<file path="src/rtl/dff_pipe_pkg.sv">
// Shared constants and helpers for the dff_pipe elastic register pipeline.
package dff_pipe_pkg;

  localparam logic DATA_RST  = 1'b0;
  localparam logic VALID_RST = 1'b0;

  // Bits needed to count 0..n inclusive.
  function automatic int clog2_p1(input int n);
    return $clog2(n + 1);
  endfunction

endpackage

</file>
<file path="src/rtl/dff_pipe_stage.sv">
// One pipeline stage: data register plus valid bit, advancing when the
// downstream ready chain allows it.
module dff_pipe_stage
  import dff_pipe_pkg::*;
#(
  parameter int WIDTH = 8
) (
  input  logic             C,
  input  logic             RN,
  input  logic             flush,
  input  logic             rdy,
  input  logic             prev_v,
  input  logic [WIDTH-1:0] prev_d,
  output logic             v,
  output logic [WIDTH-1:0] d
);

  always_ff @(posedge C) begin
    if (!RN) begin
      v <= VALID_RST;
      d <= {WIDTH{DATA_RST}};
    end else if (flush) begin
      v <= 1'b0;
    end else if (rdy) begin
      v <= prev_v;
      // Data only moves with a valid word so an emptied stage keeps its last value.
      if (prev_v) d <= prev_d;
    end
  end

endmodule

</file>
<file path="src/rtl/dff_pipe.sv">
// Elastic register pipeline: DEPTH stages with valid/ready backpressure,
// bubble collapsing, synchronous flush and a registered occupancy count.
module dff_pipe
  import dff_pipe_pkg::*;
#(
  parameter  int WIDTH = 8,
  parameter  int DEPTH = 4,
  localparam int OCC_W = clog2_p1(DEPTH)
) (
  input  logic             C,
  input  logic             RN,
  input  logic             FLUSH,
  input  logic [WIDTH-1:0] D,
  input  logic             D_VALID,
  output logic             D_READY,
  output logic [WIDTH-1:0] Q,
  output logic             Q_VALID,
  input  logic             Q_READY,
  output logic [OCC_W-1:0] OCC
);

  // Handshake: a word transfers on a rising C edge where valid & ready are both
  // high; valid never waits on ready, while ready may depend on valid/Q_READY.
  logic [DEPTH-1:0] v;
  logic [WIDTH-1:0] d [DEPTH];
  logic [DEPTH-1:0] rdy;
  logic             in_xfer;
  logic             out_xfer;
  logic [OCC_W-1:0] occ_q;

  // A stage can take a word if it is empty or everything after it can move.
  always_comb begin
    logic r;
    r = ~v[DEPTH-1] | Q_READY;
    rdy[DEPTH-1] = r;
    for (int i = DEPTH - 2; i >= 0; i--) begin
      r = ~v[i] | r;
      rdy[i] = r;
    end
  end

  for (genvar i = 0; i < DEPTH; i++) begin : g_stage
    logic             pv;
    logic [WIDTH-1:0] pd;
    if (i == 0) begin : g_in
      assign pv = D_VALID;
      assign pd = D;
    end else begin : g_mid
      assign pv = v[i-1];
      assign pd = d[i-1];
    end
    dff_pipe_stage #(.WIDTH(WIDTH)) u_stage (
      .C      (C),
      .RN     (RN),
      .flush  (FLUSH),
      .rdy    (rdy[i]),
      .prev_v (pv),
      .prev_d (pd),
      .v      (v[i]),
      .d      (d[i])
    );
  end

  assign D_READY  = rdy[0] & ~FLUSH;
  assign Q        = d[DEPTH-1];
  assign Q_VALID  = v[DEPTH-1] & ~FLUSH;
  assign in_xfer  = D_VALID & D_READY;
  assign out_xfer = Q_VALID & Q_READY;

  always_ff @(posedge C) begin
    if (!RN) begin
      occ_q <= '0;
    end else if (FLUSH) begin
      occ_q <= '0;
    end else begin
      occ_q <= occ_q + OCC_W'(in_xfer) - OCC_W'(out_xfer);
    end
  end

  assign OCC = occ_q;

endmodule
</file>
<file path="config.mk">
export PLATFORM = sky130hd
export DESIGN_NAME = dff_pipe
export DESIGN_NICKNAME = d
export VERILOG_FILES = /design/src/rtl/dff_pipe_pkg.sv /design/src/rtl/dff_pipe_stage.sv /design/src/rtl/dff_pipe.sv
export SDC_FILE = /design/constraint.sdc
export NUM_CORES = 1
export LEC_CHECK = 0
export CORE_MARGIN = 2
export CORE_UTILIZATION = 44
export CTS_CLUSTER_SIZE = 40
export DETAILED_ROUTE_END_ITERATION = 10
export PLACE_DENSITY_LB_ADDON = 0.15
export SYNTH_ARGS = -nofsm -noshare
export SYNTH_HDL_FRONTEND = slang
export SYNTH_SLANG_ARGS = --single-unit
</file>
<file path="constraint.sdc">
create_clock -name C -period 8 [get_ports C]
set_input_delay 2.4 -clock C [delete_from_list [all_inputs] [get_ports C]]
set_output_delay 2.4 -clock C [all_outputs]
set_load 0.03 [all_outputs]
</file>
; ---- Yosys cells after proc, flatten, opt, wreduce, memory -nomap -nowiden
; Cells that the tools add are included.
; W data, S select, Z words.
[classes]
bitwise_logic = 14
mux = 0
n_mul = 0
magnitude_cmp = 0
shift = 0
add_sub_neg = 2
div_mod_pow = 0
reduce_logical = 5
n_eq_ne = 0
[ops]
columns = cell, n
row1 = $reduce_and A3 Y1, 4
row2 = $not A1 Y1, 6
row3 = $and A1 B1 Y1, 4
row4 = $or A1 B1 Y1, 4
row5 = $add A3 B1 Y3, 1
row6 = $sub A3 B1 Y3, 1
row7 = $reduce_or A2 Y1, 1
[word_totals]
elab_cells = 30
n_memories = 0
latchBits = 0
mem_bits_rw = 0
mem_bits_ro = 0
inputBits = 13
regBits = 39
output_inout_bits = 13

; ---- Longest topological paths before layout
[depth]
ltp_word = 9
ltp_mapped = 12
ltp_nobuf = 10

; ---- Hierarchy
; From an unflattened synthesis, not the netlist that was laid out.
[unflattened]
cells_unflattened = 181
hier_area_um2 = 1702.9
[by_module_without_submodules]
columns = module, cells_each, instances, seq_area_each_um2, area_per_inst_um2
row1 = dff_pipe_stage, 39, 4, 180.2, 370.4
row2 = dff_pipe, 25, 1, 60.1, 221.5

; ---- Least setup slack after synthesis
; No wires, ideal clock.
[synth_path]
path_kind = input to output
from = input Q_READY
to = output D_READY
path_buffers = 1
stages = 3
t_arrival_ps = 3258
required_time_ps = 5600
setup_slack_ps = 2342
path_cell_list = and4b_4 buf_4 a21oi_1
[synth_via]
elab_chain_cells = 5
[synth_rtl]
columns = item, line
row1 = from (decl), dff_pipe.sv:18  ; input logic Q_READY,
row2 = $or A1 B1 Y1, dff_pipe.sv:34  ; r = ~v[DEPTH-1] | Q_READY;
row3 = $or A1 B1 Y1 (3 in series), dff_pipe.sv:37  ; r = ~v[i] | r;
row4 = $and A1 B1 Y1, dff_pipe.sv:64  ; assign D_READY = rdy[0] & ~FLUSH;
row5 = to (decl), dff_pipe.sv:15  ; output logic D_READY,
; No other way between the ends.

; ---- Worst setup path in the final report
; Ends and elaborated chain as after synthesis.

==> impl_metrics.toml <==
[global_route]
use_met3_pct = 5.65
overflow = 0
use_met1_pct = 16.8
grtUsageTotal_pct = 16.2
grt_start_max_net_pins = 42
grt_busiest_layer = "met2"
gr-usage-met2_pct = 29.6
grt_pass1_wl_um = 5240
grt_pass1_vias = 1213
antenna_found_initial = 0

[cts]
cts.clk_slew.worst_paths_ns = 0.07
insertion_delay_ns = 0.29
cts-root-buf = "clkbuf_8"
cts.sinks = 39
numCtsBuffers = 5
tritoncts = "built"
cts_buffer_depth = 2
holdBufCountCts = 0
post_cts_buffers = 0
htreeDepth = 2
cts_resized = 0

[power_and_ir_drop]
power_density_nw_per_um2 = 174
p_leak_nw = 0.682
pwr-share-seq_pct = 57.3
swShare_pct = 22.6
power_uw = 347
power_frac_comb_pct = 6.4
pwr-share-clk_pct = 36.3
power.switching_uw = 78.2
worst_ir_drop_vdd_v = 0.0000983
p_int_uw = 269

[synthesis]
synth.most_common_cell = "dfxtp_1"
ys_seq_area_share_pct = 47.0
synth_edf_count = 0
synth_area_leaders = "dfxtp_1, a21boi_1, nand3_1, o21ai_1, mux2i_1"
ys.flop_type = "dfxtp_1"
ys_async_sr_fraction_pct = 0
postSynthCellCount = 188
synth.ff_latch_count = 39
avgSynthCellArea_sq_um = 8.83
synth_cell_types = 25
ys_warn_count = 0
synth_commonest_cells = "dfxtp_1, a21boi_1, nand3_1, o21ai_1, nand2_1"
syn-cell-area_sq_um = 1660
synth_nets = 204
synth_top_area_share_pct = 47.0
synth_top_cell_by_area = "dfxtp_1"

[sta]
worstMarginPinSlew_ns = 1.14
rsz0062_at_grt = "no"
period_needed_ns = 6.47
fin_worst_skew_ns = 0.00561
max_freq_mhz = 155
fin_tns_setup_ns = 0
setup_viol = 0
maxSlewViolCount = 0
hold_violations = 0
fin_crit_sh_pct = 80.9
relSlewSlack_pct = 23.6

[routing]
drt_wl_total_um = 3030
drcViolationCount = 0
num_vias = 1282
via_per_inst = 5.01
wl_per_cell_um = 11.8
drt_iter0_drc = 37
first_pass_iters = 2
antenna_left = 0

[critical_path]
cp_common_cell = "clkdlybuf4s50_1"
cpPeakStageDelay_ns = 0.68
critPathLaunchType = "input pin"
cpLargestDelayFamily = "buffers and inverters"
end_kind = "output pin"
crit_chain = "clkdlybuf4s50_1, and4b_4, a21oi_1, clkdlybuf4s50_1"
cpMaxStageDelayCell = "clkdlybuf4s50_1"
critPathRequiredTime_ns = 5.60
cp.arrival_ns = 4.07
critPathBufInv = 2
crit_fanout = 12
worstSetupPathType = "in -> out"

[run_status]
status = "complete, no violations"

[die]
die_area_sq_um = 4280
chipWidth_um = 65.4
start_util_pct = 45.7
coreArea_sq_um = 3630
num_rows = 22
fp.dieH_um = 65.4
ios = 26

[final_layout]
seqCellArea_sq_um = 781
fillCellCount = 369
multiInputGateArea_sq_um = 793
layout.nets = 223
areaGrowthSynthToFinish_pct = 19.9
antenna_cells = 0
layout-drive-gt1-share_pct = 5.29

[flow_run]
maxCapViolCount = 0

[placed_design]
gp_congestion = 0.688
io_buffer_count = 25
dp_hpwl_um = 2290

[hold_path]
min_path_type = "reg -> reg"
power groups by stage:
stage                     Combinational (mW)  Clock, mW  Sequential (mW)
final                                 0.0222      0.126            0.199
after floorplan                       0.0129          0            0.203
after detailed placement              0.0224          0            0.203
after CTS                             0.0225      0.130            0.199
after global placement                0.0215          0            0.203
after global routing                  0.0246      0.141            0.199
per-layer routing:
metal,up-vias,wire length (um)
li1,678,-
met1,576,1350
met2,23,1490
met3,5,131
met4,0,59
met5,-,0
cells by family (layout without fill, tap and decap cells):
group / Yosys count / in the layout / synth area share (%)
adders and majority gates: 3 / 3 / 2.71
DFF: 39 / 39 / 47.0
AOI/OAI and AO/OA: 51 / 51 / 19.2
muxes: 8 / 8 / 4.82
and+or+nand+nor: 66 / 66 / 20.0
buffers and inverters: 19 / 39 / 5.20
xor gates and xnor gates: 2 / 2 / 1.06
registers in the layout, indices dropped and copies added, names as in the netlist:
name and cells:
OCC 3, g_stage.u_stage.v 4, g_stage.u_stage.d 32
layout make-up:
| class | count | share of cell area (%) |
|---|---|---|
| clock buffers | 5 | 3.46 |
| multi-input cells | 130 | 39.8 |
| well taps | 48 | 3.02 |
| flip-flops and latches | 39 | 39.2 |
| clock inverters | 3 | 0.754 |
| inverters | 6 | 1.13 |
| repair buffers | 25 | 12.6 |
worst reg2reg max path, cell delays in order, from the launching register on:
cell,delay (ns)
dfxtp_1,0.37
and4b_4,0.29
a21oi_2,0.54
inv_2,0.07
ha_1,0.29
inv_1,0.04
ha_1,0.18
fa_1,0.38
xnor2_1,0.24
xnor2_1,0.16
nor2_1,0.05
cell usage in the layout, fill, tap and decap left out, drive strengths merged:
cell type / n
a21boi: 24
and3b: 1
nand2b: 6
and2: 1
nand2: 16
dfxtp: 39
ha: 2
o21ai: 24
nand4b: 1
nand3: 24
a21oi: 3
and4b: 1
clkbuf: 5
clkdlybuf4s50: 25
nand3b: 1
mux2i: 8
fa: 1
nor2b: 5
xnor2: 2
inv: 6
nor2: 10
clkinv: 3
path summary, 6_finish.rpt:
check                            end  cells past startpoint               startpoint  slack, ns
max                          D_READY                      4                  Q_READY       1.53
min          g_stage[0].u_stage.d[3]                      2  g_stage[0].u_stage.d[3]       0.46
max reg2reg                   OCC[2]                     10     g_stage[2].u_stage.v       5.28
min reg2reg  g_stage[0].u_stage.d[3]                      2  g_stage[0].u_stage.d[3]       0.46
stage by stage:
stage	instances	setup WS, ns	hold slack [ns]	utilization, %	instance area, sq um
2_1_floorplan	188	2.34	0.435	-	1660
3_3_place_gp	248	1.57	0.448	52.5	1910
3_5_place_dp	248	1.53	0.448	52.5	1910
4_1_cts	256	1.53	0.466	54.8	1990
5_1_grt	256	1.48	0.488	54.8	1990
6_report	256	1.53	0.463	54.8	1990
(Power assumes the default switching activity.)
